$ cat src/rtl/lv_efuse_if.sv
// Efuse load sequencer bus: control FSM handshake,
// analog efuse macro read port and shadow register write port.
interface lv_efuse_if #(
  parameter int EFUSE_ADDR_W = 3,
  parameter int EFUSE_DATA_W = 8
);
  logic                    i_pwr_on;
  logic                    i_efuse_load_req;
  logic                    o_efuse_load_done;
  logic                    o_efuse_vld;
  logic                    o_efuse_crc_err;
  logic                    o_efuse_busy;
  logic                    o_efuse_csb;
  logic                    o_efuse_rden;
  logic [EFUSE_ADDR_W-1:0] o_efuse_addr;
  logic [EFUSE_DATA_W-1:0] i_efuse_rdata;
  logic                    o_efuse_wr_en;
  logic [EFUSE_ADDR_W-1:0] o_efuse_wr_addr;
  logic [EFUSE_DATA_W-1:0] o_efuse_wr_data;

  modport master (
    input  i_pwr_on,
    input  i_efuse_load_req,
    input  i_efuse_rdata,
    output o_efuse_load_done,
    output o_efuse_vld,
    output o_efuse_crc_err,
    output o_efuse_busy,
    output o_efuse_csb,
    output o_efuse_rden,
    output o_efuse_addr,
    output o_efuse_wr_en,
    output o_efuse_wr_addr,
    output o_efuse_wr_data
  );

  modport slave (
    output i_pwr_on,
    output i_efuse_load_req,
    output i_efuse_rdata,
    input  o_efuse_load_done,
    input  o_efuse_vld,
    input  o_efuse_crc_err,
    input  o_efuse_busy,
    input  o_efuse_csb,
    input  o_efuse_rden,
    input  o_efuse_addr,
    input  o_efuse_wr_en,
    input  o_efuse_wr_addr,
    input  o_efuse_wr_data
  );
endinterface

$ cat src/rtl/lv_efuse_load_ctrl.sv
// Efuse load sequencer: timed word reads into the shadow
// register file with trailing XOR checksum verification.
module lv_efuse_load_ctrl #(
  parameter int EFUSE_WORD_NUM = 8,
  parameter int EFUSE_ADDR_W   = 3,
  parameter int EFUSE_DATA_W   = 8,
  parameter int RD_SETUP_CYC   = 4,
  parameter int RD_PULSE_CYC   = 8,
  parameter int RD_HOLD_CYC    = 2,
  parameter int CYC_CNT_W      = 4
) (
  input logic        i_clk,
  input logic        i_rst_n,
  lv_efuse_if.master bus
);

  typedef enum logic [2:0] {
    IDLE, SETUP, PULSE, HOLD, CHECK, DONE
  } state_t;

  state_t state_q, state_d;

  logic [CYC_CNT_W-1:0]    cnt_q;
  logic [EFUSE_ADDR_W-1:0] idx_q;
  logic [EFUSE_DATA_W-1:0] acc_q;
  logic                    nz_q;
  logic                    req_d;

  logic start, abort, ph_end, last_word;

  logic                    done_q, done_d;
  logic                    vld_q, vld_d;
  logic                    crc_q, crc_d;
  logic                    busy_q, busy_d;
  logic                    csb_q, csb_d;
  logic                    rden_q, rden_d;
  logic [EFUSE_ADDR_W-1:0] addr_q, addr_d;
  logic                    wr_en_q, wr_en_d;
  logic [EFUSE_ADDR_W-1:0] wr_addr_q, wr_addr_d;
  logic [EFUSE_DATA_W-1:0] wr_data_q, wr_data_d;

  assign start = bus.i_efuse_load_req
               & ~req_d & bus.i_pwr_on;
  assign abort = (state_q != IDLE)
               & (~bus.i_pwr_on | ~bus.i_efuse_load_req);
  assign last_word =
    idx_q == EFUSE_ADDR_W'(EFUSE_WORD_NUM - 1);

  always_comb begin
    ph_end = 1'b1;
    unique case (state_q)
      SETUP: ph_end =
        cnt_q == CYC_CNT_W'(RD_SETUP_CYC - 1);
      PULSE: ph_end =
        cnt_q == CYC_CNT_W'(RD_PULSE_CYC - 1);
      HOLD: ph_end =
        cnt_q == CYC_CNT_W'(RD_HOLD_CYC - 1);
      default: ph_end = 1'b1;
    endcase
  end

  // State register, phase counter and checksum datapath
  always_ff @(posedge i_clk or negedge i_rst_n) begin
    if (!i_rst_n) begin
      state_q <= IDLE;
      cnt_q   <= '0;
      idx_q   <= '0;
      acc_q   <= '0;
      nz_q    <= 1'b0;
      req_d   <= 1'b0;
    end else begin
      state_q <= state_d;
      req_d   <= bus.i_efuse_load_req;
      if (state_d != state_q || state_q == IDLE)
        cnt_q <= '0;
      else
        cnt_q <= cnt_q + 1'b1;
      if (state_q == IDLE && start) begin
        idx_q <= '0;
        acc_q <= '0;
        nz_q  <= 1'b0;
      end
      if (state_q == PULSE && ph_end && !abort) begin
        acc_q <= acc_q ^ bus.i_efuse_rdata;
        if (!last_word)
          nz_q <= nz_q | (|bus.i_efuse_rdata);
      end
      if (state_q == HOLD && ph_end && !abort
          && !last_word)
        idx_q <= idx_q + 1'b1;
    end
  end

  always_comb begin
    state_d = state_q;
    if (abort) begin
      state_d = IDLE;
    end else begin
      unique case (state_q)
        IDLE:  if (start) state_d = SETUP;
        SETUP: if (ph_end) state_d = PULSE;
        PULSE: if (ph_end) state_d = HOLD;
        HOLD:  if (ph_end)
                 state_d = last_word ? CHECK : SETUP;
        CHECK: state_d = DONE;
        DONE:  state_d = IDLE;
        default: state_d = IDLE;
      endcase
    end
  end

  always_comb begin
    done_d    = 1'b0;
    wr_en_d   = 1'b0;
    vld_d     = vld_q;
    crc_d     = crc_q;
    csb_d     = csb_q;
    rden_d    = rden_q;
    addr_d    = addr_q;
    wr_addr_d = wr_addr_q;
    wr_data_d = wr_data_q;
    busy_d    = state_d != IDLE;
    if (abort) begin
      csb_d  = 1'b1;
      rden_d = 1'b0;
    end else begin
      unique case (state_q)
        IDLE: if (start) begin
          csb_d  = 1'b0;
          addr_d = '0;
          vld_d  = 1'b0;
          crc_d  = 1'b0;
        end
        SETUP: if (ph_end) rden_d = 1'b1;
        PULSE: if (ph_end) begin
          rden_d    = 1'b0;
          wr_en_d   = 1'b1;
          wr_addr_d = idx_q;
          wr_data_d = bus.i_efuse_rdata;
        end
        HOLD: if (ph_end) begin
          if (last_word) csb_d = 1'b1;
          else addr_d = addr_q + 1'b1;
        end
        // Blank array: zero XOR but no data bit set
        CHECK: begin
          done_d = 1'b1;
          vld_d  = (acc_q == '0) && nz_q;
          crc_d  = acc_q != '0;
        end
        default: ;
      endcase
    end
  end

  always_ff @(posedge i_clk or negedge i_rst_n) begin
    if (!i_rst_n) begin
      done_q    <= 1'b0;
      vld_q     <= 1'b0;
      crc_q     <= 1'b0;
      busy_q    <= 1'b0;
      csb_q     <= 1'b1;
      rden_q    <= 1'b0;
      addr_q    <= '0;
      wr_en_q   <= 1'b0;
      wr_addr_q <= '0;
      wr_data_q <= '0;
    end else begin
      done_q    <= done_d;
      vld_q     <= vld_d;
      crc_q     <= crc_d;
      busy_q    <= busy_d;
      csb_q     <= csb_d;
      rden_q    <= rden_d;
      addr_q    <= addr_d;
      wr_en_q   <= wr_en_d;
      wr_addr_q <= wr_addr_d;
      wr_data_q <= wr_data_d;
    end
  end

  assign bus.o_efuse_load_done = done_q;
  assign bus.o_efuse_vld       = vld_q;
  assign bus.o_efuse_crc_err   = crc_q;
  assign bus.o_efuse_busy      = busy_q;
  assign bus.o_efuse_csb       = csb_q;
  assign bus.o_efuse_rden      = rden_q;
  assign bus.o_efuse_addr      = addr_q;
  assign bus.o_efuse_wr_en     = wr_en_q;
  assign bus.o_efuse_wr_addr   = wr_addr_q;
  assign bus.o_efuse_wr_data   = wr_data_q;

endmodule

$ cat src/flat_wrapper.sv
// flat-port wrapper written by rule: the top's interface ports become plain ports
module lv_efuse_load_ctrl_flat 
#(
  parameter int EFUSE_WORD_NUM = 8,
  parameter int EFUSE_ADDR_W   = 3,
  parameter int EFUSE_DATA_W   = 8,
  parameter int RD_SETUP_CYC   = 4,
  parameter int RD_PULSE_CYC   = 8,
  parameter int RD_HOLD_CYC    = 2,
  parameter int CYC_CNT_W      = 4
)
  (i_clk, i_rst_n, bus_i_pwr_on, bus_i_efuse_load_req, bus_i_efuse_rdata, bus_o_efuse_load_done, bus_o_efuse_vld, bus_o_efuse_crc_err, bus_o_efuse_busy, bus_o_efuse_csb, bus_o_efuse_rden, bus_o_efuse_addr, bus_o_efuse_wr_en, bus_o_efuse_wr_addr, bus_o_efuse_wr_data);
  lv_efuse_if #(.EFUSE_ADDR_W(EFUSE_ADDR_W), .EFUSE_DATA_W(EFUSE_DATA_W)) bus_i ();
  input logic i_clk;
  input logic i_rst_n;
  input wire logic [$bits(bus_i.i_pwr_on)-1:0] bus_i_pwr_on;
  input wire logic [$bits(bus_i.i_efuse_load_req)-1:0] bus_i_efuse_load_req;
  input wire logic [$bits(bus_i.i_efuse_rdata)-1:0] bus_i_efuse_rdata;
  output wire logic [$bits(bus_i.o_efuse_load_done)-1:0] bus_o_efuse_load_done;
  output wire logic [$bits(bus_i.o_efuse_vld)-1:0] bus_o_efuse_vld;
  output wire logic [$bits(bus_i.o_efuse_crc_err)-1:0] bus_o_efuse_crc_err;
  output wire logic [$bits(bus_i.o_efuse_busy)-1:0] bus_o_efuse_busy;
  output wire logic [$bits(bus_i.o_efuse_csb)-1:0] bus_o_efuse_csb;
  output wire logic [$bits(bus_i.o_efuse_rden)-1:0] bus_o_efuse_rden;
  output wire logic [$bits(bus_i.o_efuse_addr)-1:0] bus_o_efuse_addr;
  output wire logic [$bits(bus_i.o_efuse_wr_en)-1:0] bus_o_efuse_wr_en;
  output wire logic [$bits(bus_i.o_efuse_wr_addr)-1:0] bus_o_efuse_wr_addr;
  output wire logic [$bits(bus_i.o_efuse_wr_data)-1:0] bus_o_efuse_wr_data;
  assign bus_i.i_pwr_on = bus_i_pwr_on;
  assign bus_i.i_efuse_load_req = bus_i_efuse_load_req;
  assign bus_i.i_efuse_rdata = bus_i_efuse_rdata;
  assign bus_o_efuse_load_done = bus_i.o_efuse_load_done;
  assign bus_o_efuse_vld = bus_i.o_efuse_vld;
  assign bus_o_efuse_crc_err = bus_i.o_efuse_crc_err;
  assign bus_o_efuse_busy = bus_i.o_efuse_busy;
  assign bus_o_efuse_csb = bus_i.o_efuse_csb;
  assign bus_o_efuse_rden = bus_i.o_efuse_rden;
  assign bus_o_efuse_addr = bus_i.o_efuse_addr;
  assign bus_o_efuse_wr_en = bus_i.o_efuse_wr_en;
  assign bus_o_efuse_wr_addr = bus_i.o_efuse_wr_addr;
  assign bus_o_efuse_wr_data = bus_i.o_efuse_wr_data;
  lv_efuse_load_ctrl #(.EFUSE_WORD_NUM(EFUSE_WORD_NUM), .EFUSE_ADDR_W(EFUSE_ADDR_W), .EFUSE_DATA_W(EFUSE_DATA_W), .RD_SETUP_CYC(RD_SETUP_CYC), .RD_PULSE_CYC(RD_PULSE_CYC), .RD_HOLD_CYC(RD_HOLD_CYC), .CYC_CNT_W(CYC_CNT_W)) u_core (.i_clk(i_clk), .i_rst_n(i_rst_n), .bus(bus_i));
endmodule
$ cat config.mk
export PLATFORM = sky130hd
export DESIGN_NAME = lv_efuse_load_ctrl_flat
export DESIGN_NICKNAME = d
export VERILOG_FILES = /design/src/rtl/lv_efuse_if.sv /design/src/rtl/lv_efuse_load_ctrl.sv /design/src/flat_wrapper.sv
export SDC_FILE = /design/constraint.sdc
export NUM_CORES = 1
export LEC_CHECK = 0
export CORE_AREA = 2 2 64 66
export CTS_CLUSTER_SIZE = 24
export DETAILED_ROUTE_END_ITERATION = 10
export DIE_AREA = 0 0 66 68
export PLACE_DENSITY = 0.75
export SLEW_MARGIN = 5
export SYNTH_ARGS = -nofsm -noshare
export SYNTH_HDL_FRONTEND = slang
export SYNTH_SLANG_ARGS = --single-unit
$ cat constraint.sdc
create_clock -name i_clk -period 5.4 [get_ports i_clk]
set_input_delay 0.81 -clock i_clk [delete_from_list [all_inputs] [get_ports i_clk]]
set_output_delay 0.81 -clock i_clk [all_outputs]
set_load 0.05 [all_outputs]
==> out/results.tsv, run 1 <==
metric	value	unit
fin crit period	2.453	ns
clk buf depth	2	
largest net degree at the start of global routing	42	
most frequent cells in the layout	nand2_1, dfrtp_1, clkdlybuf4s50_1	
FILL cells	349	
Syn Inst Count	194	
Chip Width	66	µm
hold_buf cts	0	
top cells by area, synth	dfrtp_1, nand2_1, nand3_1	
final hold vios	0	
commonest non-fill, non-tap cell in the layout	nand2_1	
post-route ant nets	0	
number of flops mapped to enable cells by yosys	0	
crit path launch type	input pin	
FP Rows	23	
Synth async-reset ratio	100.0	%
synthesis-to-layout area growth	25.12	%
FMAX	407.6	MHz
pwr dens	300.0	nW/µm²
Worst Hold Launch	u_core.acc_q[0]	
Routed Wire Length	3.700	mm
Critical Path RT	5.58	ns
kind of critical path	in2reg	
GR peak layer	met2	
Overflow after GRT	0	
Post-CTS Resized	0	
FF+latch count, synth	41	
clock sinks	41	
Most used DFF post-synth	dfrtp_1	
H-tree depth	2	
Routed WL per cell	13.36	µm
syn_nets	210	
Crit. Startpoint	bus_i_efuse_load_req	
Slew Limit Headroom	41.39	%
Diodes inserted	0	
met1 usage	26.82	%
RSZ-0062 raised after global routing	no	
die area	4488	µm²
total number of vias	1472	
M3 GR Usage	4.441	%
CP bufs+invs	2	
Unique masters post-synth	37	
layout cells sized above 1	7.489	%
clk_lat worst skew	0.30	ns
number of buffers created by CTS	5	
DRT Pass-1 Iters	4	
Max Cap Viol	0	
Fin Clk Skew	0.009559	ns
GRT Overall Usage	18.91	%
Finished Core Util	59.64	%
initial antenna violation count	0	
endpoint class of the critical path	flop	
# DRC	0	
Hold/Removal Path Class	reg2reg	
Pleak	1.094	nW
CP delay by family, top	simple AND/OR/NAND/NOR gates	
Crit Path Max Fanout	13	
Worst Tran Pin Value	0.8792	ns
Worst Path Arrival	2.63	ns
IO buf count	32	
CP most frequent cell	nand2_1	
final worst path period share	45.43	%
outcome	finished, final reports clean	
Post-CTS Setup Inserts	0	
TritonCTS clock tree	done	
Final Setup Violations	0	
max-slew violations	0	
slowest CP cell	clkdlybuf4s50_1	
Ports	33	
met2 GRT Util	28.54	%
Syn Area/Cell	9.474	µm²
root buf cell	clkbuf_8	
number of global-route vias before repair	1346	
TNS Setup	0	ns
routed vias/inst	5.314	
Placer Congestion	0.8700	
reg2reg setup slack	3.45	ns
top cell type by total area after synthesis	dfrtp_1	
area share of the largest cell type after synthesis	54.46	%
post-DP HPWL	2.616	mm
slowest stage delay, CP	0.48	ns
Chip Height	68	µm
sequential area share after synthesis	55.89	%
Peak VDD IR	0.0001361	V
Initial DRC Count	85	
R2R Path Start	u_core.idx_q[0]	
initial core utilization	47.66	%
Mapped Area	1838	µm²
Final nets	242	
core area	3856	µm²
first-pass GRT wire length	6.354	mm
clock slew seen by the registers of the worst setup and hold paths	0.08	ns
crit path cell chain	clkdlybuf4s50_1 -> nand2_1 -> nor2_1 -> nand2_1 -> inv_2 -> nand2_1 -> nand3_1 -> o21ai_1	
Syn. warnings	0	
==> layer usage <==
metal,part of all wire [%],vias up
met2,46,24
met1,49,710
met4,1.5,0
met5,0,-
met3,3.5,6
li1,-,732
==> state kept, by name (all words and copies together), names as in the netlist, 3 cells and up <==
name                        count
u_core.acc_q                    8
u_core.bus.o_efuse_wr_data      8
u_core.cnt_q                    4
u_core.bus.o_efuse_addr         3
u_core.bus.o_efuse_wr_addr      3
u_core.idx_q                    3
u_core.state_q                  3
==> where the power goes <==
part           internal, mW  switching, mW
combinational        0.0345         0.0577
sequential            0.320         0.0181
clock                 0.150          0.109
==> worst paths after layout <==
kind,to,depth (start not counted)
max,u_core.acc_q[6],8
min,u_core.acc_q[0],1
max reg2reg,u_core.bus.o_efuse_addr[2],6
min reg2reg,u_core.acc_q[0],1
max in group asynchronous,u_core.cnt_q[1],1
min in group asynchronous,u_core.bus.o_efuse_wr_data[2],1
==> Yosys cell counts, types with 3 or more instances <==
| library cell | instances |
|---|---|
| nand3_1 | 18 |
| ha_1 | 4 |
| o21ai_0 | 12 |
| buf_2 | 5 |
| nand2_1 | 48 |
| nor3_1 | 3 |
| nor2_1 | 12 |
| a31oi_1 | 3 |
| inv_1 | 4 |
| nand2b_1 | 3 |
| o21ai_1 | 9 |
| nor4_1 | 3 |
| dfrtp_1 | 40 |
| a21oi_1 | 4 |
==> area by class of cell <==
class,count,area [µm²],area share [%]
clock buffers,6,82.58,3.591
multi-input cells,141,755.7,32.86
flip-flops and latches,41,1027,44.67
clock inverters,2,37.54,1.632
well taps,50,62.56,2.720
repair buffers,32,315.3,13.71
inverters,5,18.77,0.8161
==> through the flow <==
step | area [µm²] | setup WS (ns) | cells | total power, mW | hold WS (ns)
2_1_floorplan | 1838 | 3.444 | 194 | 0.4007 | 0.4455
3_3_place_gp | 2180 | 2.725 | 269 | 0.4356 | 0.4599
3_5_place_dp | 2180 | 2.625 | 269 | 0.4374 | 0.4641
4_1_cts | 2300 | 2.939 | 277 | 0.6941 | 0.4797
5_1_grt | 2300 | 2.736 | 277 | 0.7177 | 0.4908
6_report | 2300 | 2.947 | 277 | 0.6900 | 0.4805
==> logic make-up after synthesis <==
group | after synthesis | share of synthesized area, %
compound gates | 35 | 11.03
xor+xnor | 1 | 0.4766
fa+ha+maj | 4 | 2.723
buf+inv | 12 | 2.995
flops | 41 | 55.89
mux | 1 | 0.5446
simple gates | 100 | 26.34
(Power assumes the default switching activity.)
==> run 2: changes to the inputs <==
==> constraint.sdc (replaced) <==
create_clock -name i_clk -period 2.31 [get_ports i_clk]
set_input_delay 0.3465 -clock i_clk [delete_from_list [all_inputs] [get_ports i_clk]]
set_output_delay 0.3465 -clock i_clk [all_outputs]
set_load 0.05 [all_outputs]
==> out/results.tsv, run 2 (same netlist as run 1, synthesis figures left out) <==
metric	value	unit
post-route ant nets	0	
DRT Pass-1 Iters	5	
Overflow after GRT	0	
placed instance count	273	
FP Rows	23	
die area	4488	µm²
initial core utilization	47.66	%
largest net degree at the start of global routing	42	
Post-CTS Setup Inserts	0	
Routed WL per cell	12.84	µm
Crit Path Max Fanout	2	
H-tree depth	2	
RSZ-0062 raised after global routing	no	
Slew Limit Headroom	41.29	%
number of buffers created by CTS	5	
FMAX	513.3	MHz
Chip Height	68	µm
# DRC	0	
root buf cell	clkbuf_8	
Final nets	246	
crit path cell chain	clkdlybuf4s50_1	
synthesis-to-layout area growth	24.91	%
Final Instance Area	2296	µm²
post-DP HPWL	2.577	mm
final hold vios	0	
slowest stage delay, CP	0.79	ns
Diodes inserted	0	
slowest CP cell	clkdlybuf4s50_1	
total number of vias	1489	
R2R Path Start	u_core.idx_q[0]	
kind of critical path	reg2out	
Max Cap Viol	0	
fin crit period	1.948	ns
Worst Path Arrival	1.60	ns
most frequent cells in the layout	nand2_1, dfrtp_1, clkdlybuf4s50_1	
CP delay by family, top	buffers and inverters	
core area	3856	µm²
area of the multi-input gates	755.7	µm²
Chip Width	66	µm
Fin Clk Skew	0.008473	ns
IO buf count	32	
routed vias/inst	5.299	
register area	1027	µm²
clock sinks	41	
Final Setup Violations	0	
final worst path period share	84.34	%
Placed Area	2210	µm²
FILL cells	358	
GRT Overall Usage	18.18	%
Final Non-Filler Cells	281	
TNS Setup	0	ns
CP bufs+invs	1	
first-pass GRT wire length	6.072	mm
clk_lat worst skew	0.29	ns
pwr dens	638.7	nW/µm²
Routed Wire Length	3.607	mm
Hold/Removal Path Class	in2async	
max-slew violations	0	
Critical Path RT	1.96	ns
hold slack final	0.1688	ns
Pleak	1.099	nW
initial antenna violation count	0	
Placer Congestion	0.8825	
Initial DRC Count	129	
Worst Tran Pin Value	0.8806	ns
hold_buf cts	0	
endpoint class of the critical path	output pin	
Ports	33	
clk buf depth	2	
outcome	finished, final reports clean	
number of global-route vias before repair	1282	
Post-CTS Resized	0	
Peak VDD IR	0.0003440	V
crit path launch type	flop	
commonest non-fill, non-tap cell in the layout	nand2_1	
layout cells sized above 1	9.091	%
clock slew seen by the registers of the worst setup and hold paths	0.08	ns
Crit. Startpoint	u_core.bus.o_efuse_csb	
TritonCTS clock tree	done	
run 2: report_power, final:
part	switching [mW]	internal [mW]	leakage, nW
Combinational	0.151	0.0930	0.490
Clock	0.241	0.208	0.0439
Sequential	0.0246	0.748	0.565
Total	0.417	1.05	1.10
run 2: cell type report:
| cell class | instances | area share, % |
|---|---|---|
| clock inverters | 3 | 0.7629 |
| flip-flops and latches | 41 | 44.74 |
| repair buffers | 36 | 15.04 |
| multi-input cells | 141 | 32.92 |
| clock buffers | 5 | 2.997 |
| well taps | 50 | 2.725 |
| inverters | 5 | 0.8174 |
run 2: layer usage:
metal	up-vias	global-route usage [%]	wire length, µm	share of wire (%)
li1	744	-	-	-
met1	714	27.62	1847	51
met3	4	6.579	150	4.2
met4	0	5.867	31	0.86
met2	27	23.86	1579	44
met5	-	0	0	0
run 2: path summary, 6_finish.rpt:
| path | endpoint | slack (ns) | cells past startpoint |
|---|---|---|---|
| hold reg to reg | u_core.bus.o_efuse_csb | 0.48 | 2 |
| min in group i_clk | u_core.bus.o_efuse_csb | 0.48 | 2 |
| setup reg to reg | u_core.bus.o_efuse_addr[2] | 0.37 | 6 |
| setup / recovery | bus_o_efuse_csb | 0.36 | 1 |
| max in group asynchronous | u_core.cnt_q[0] | 1.58 | 1 |
| hold / removal | u_core.bus.o_efuse_wr_data[0] | 0.17 | 1 |
run 2: per-stage QoR:
stage / setup WS, ns / total power [mW] / utilization, %
3_3_place_gp: 0.3052 / 1.032 / 57.30
4_1_cts: 0.3460 / 1.485 / 59.54
6_report: 0.3617 / 1.466 / 59.54
2_1_floorplan: 0.5430 / 0.9367 / -
3_5_place_dp: 0.2480 / 1.034 / 57.30
5_1_grt: 0.2685 / 1.542 / 59.54
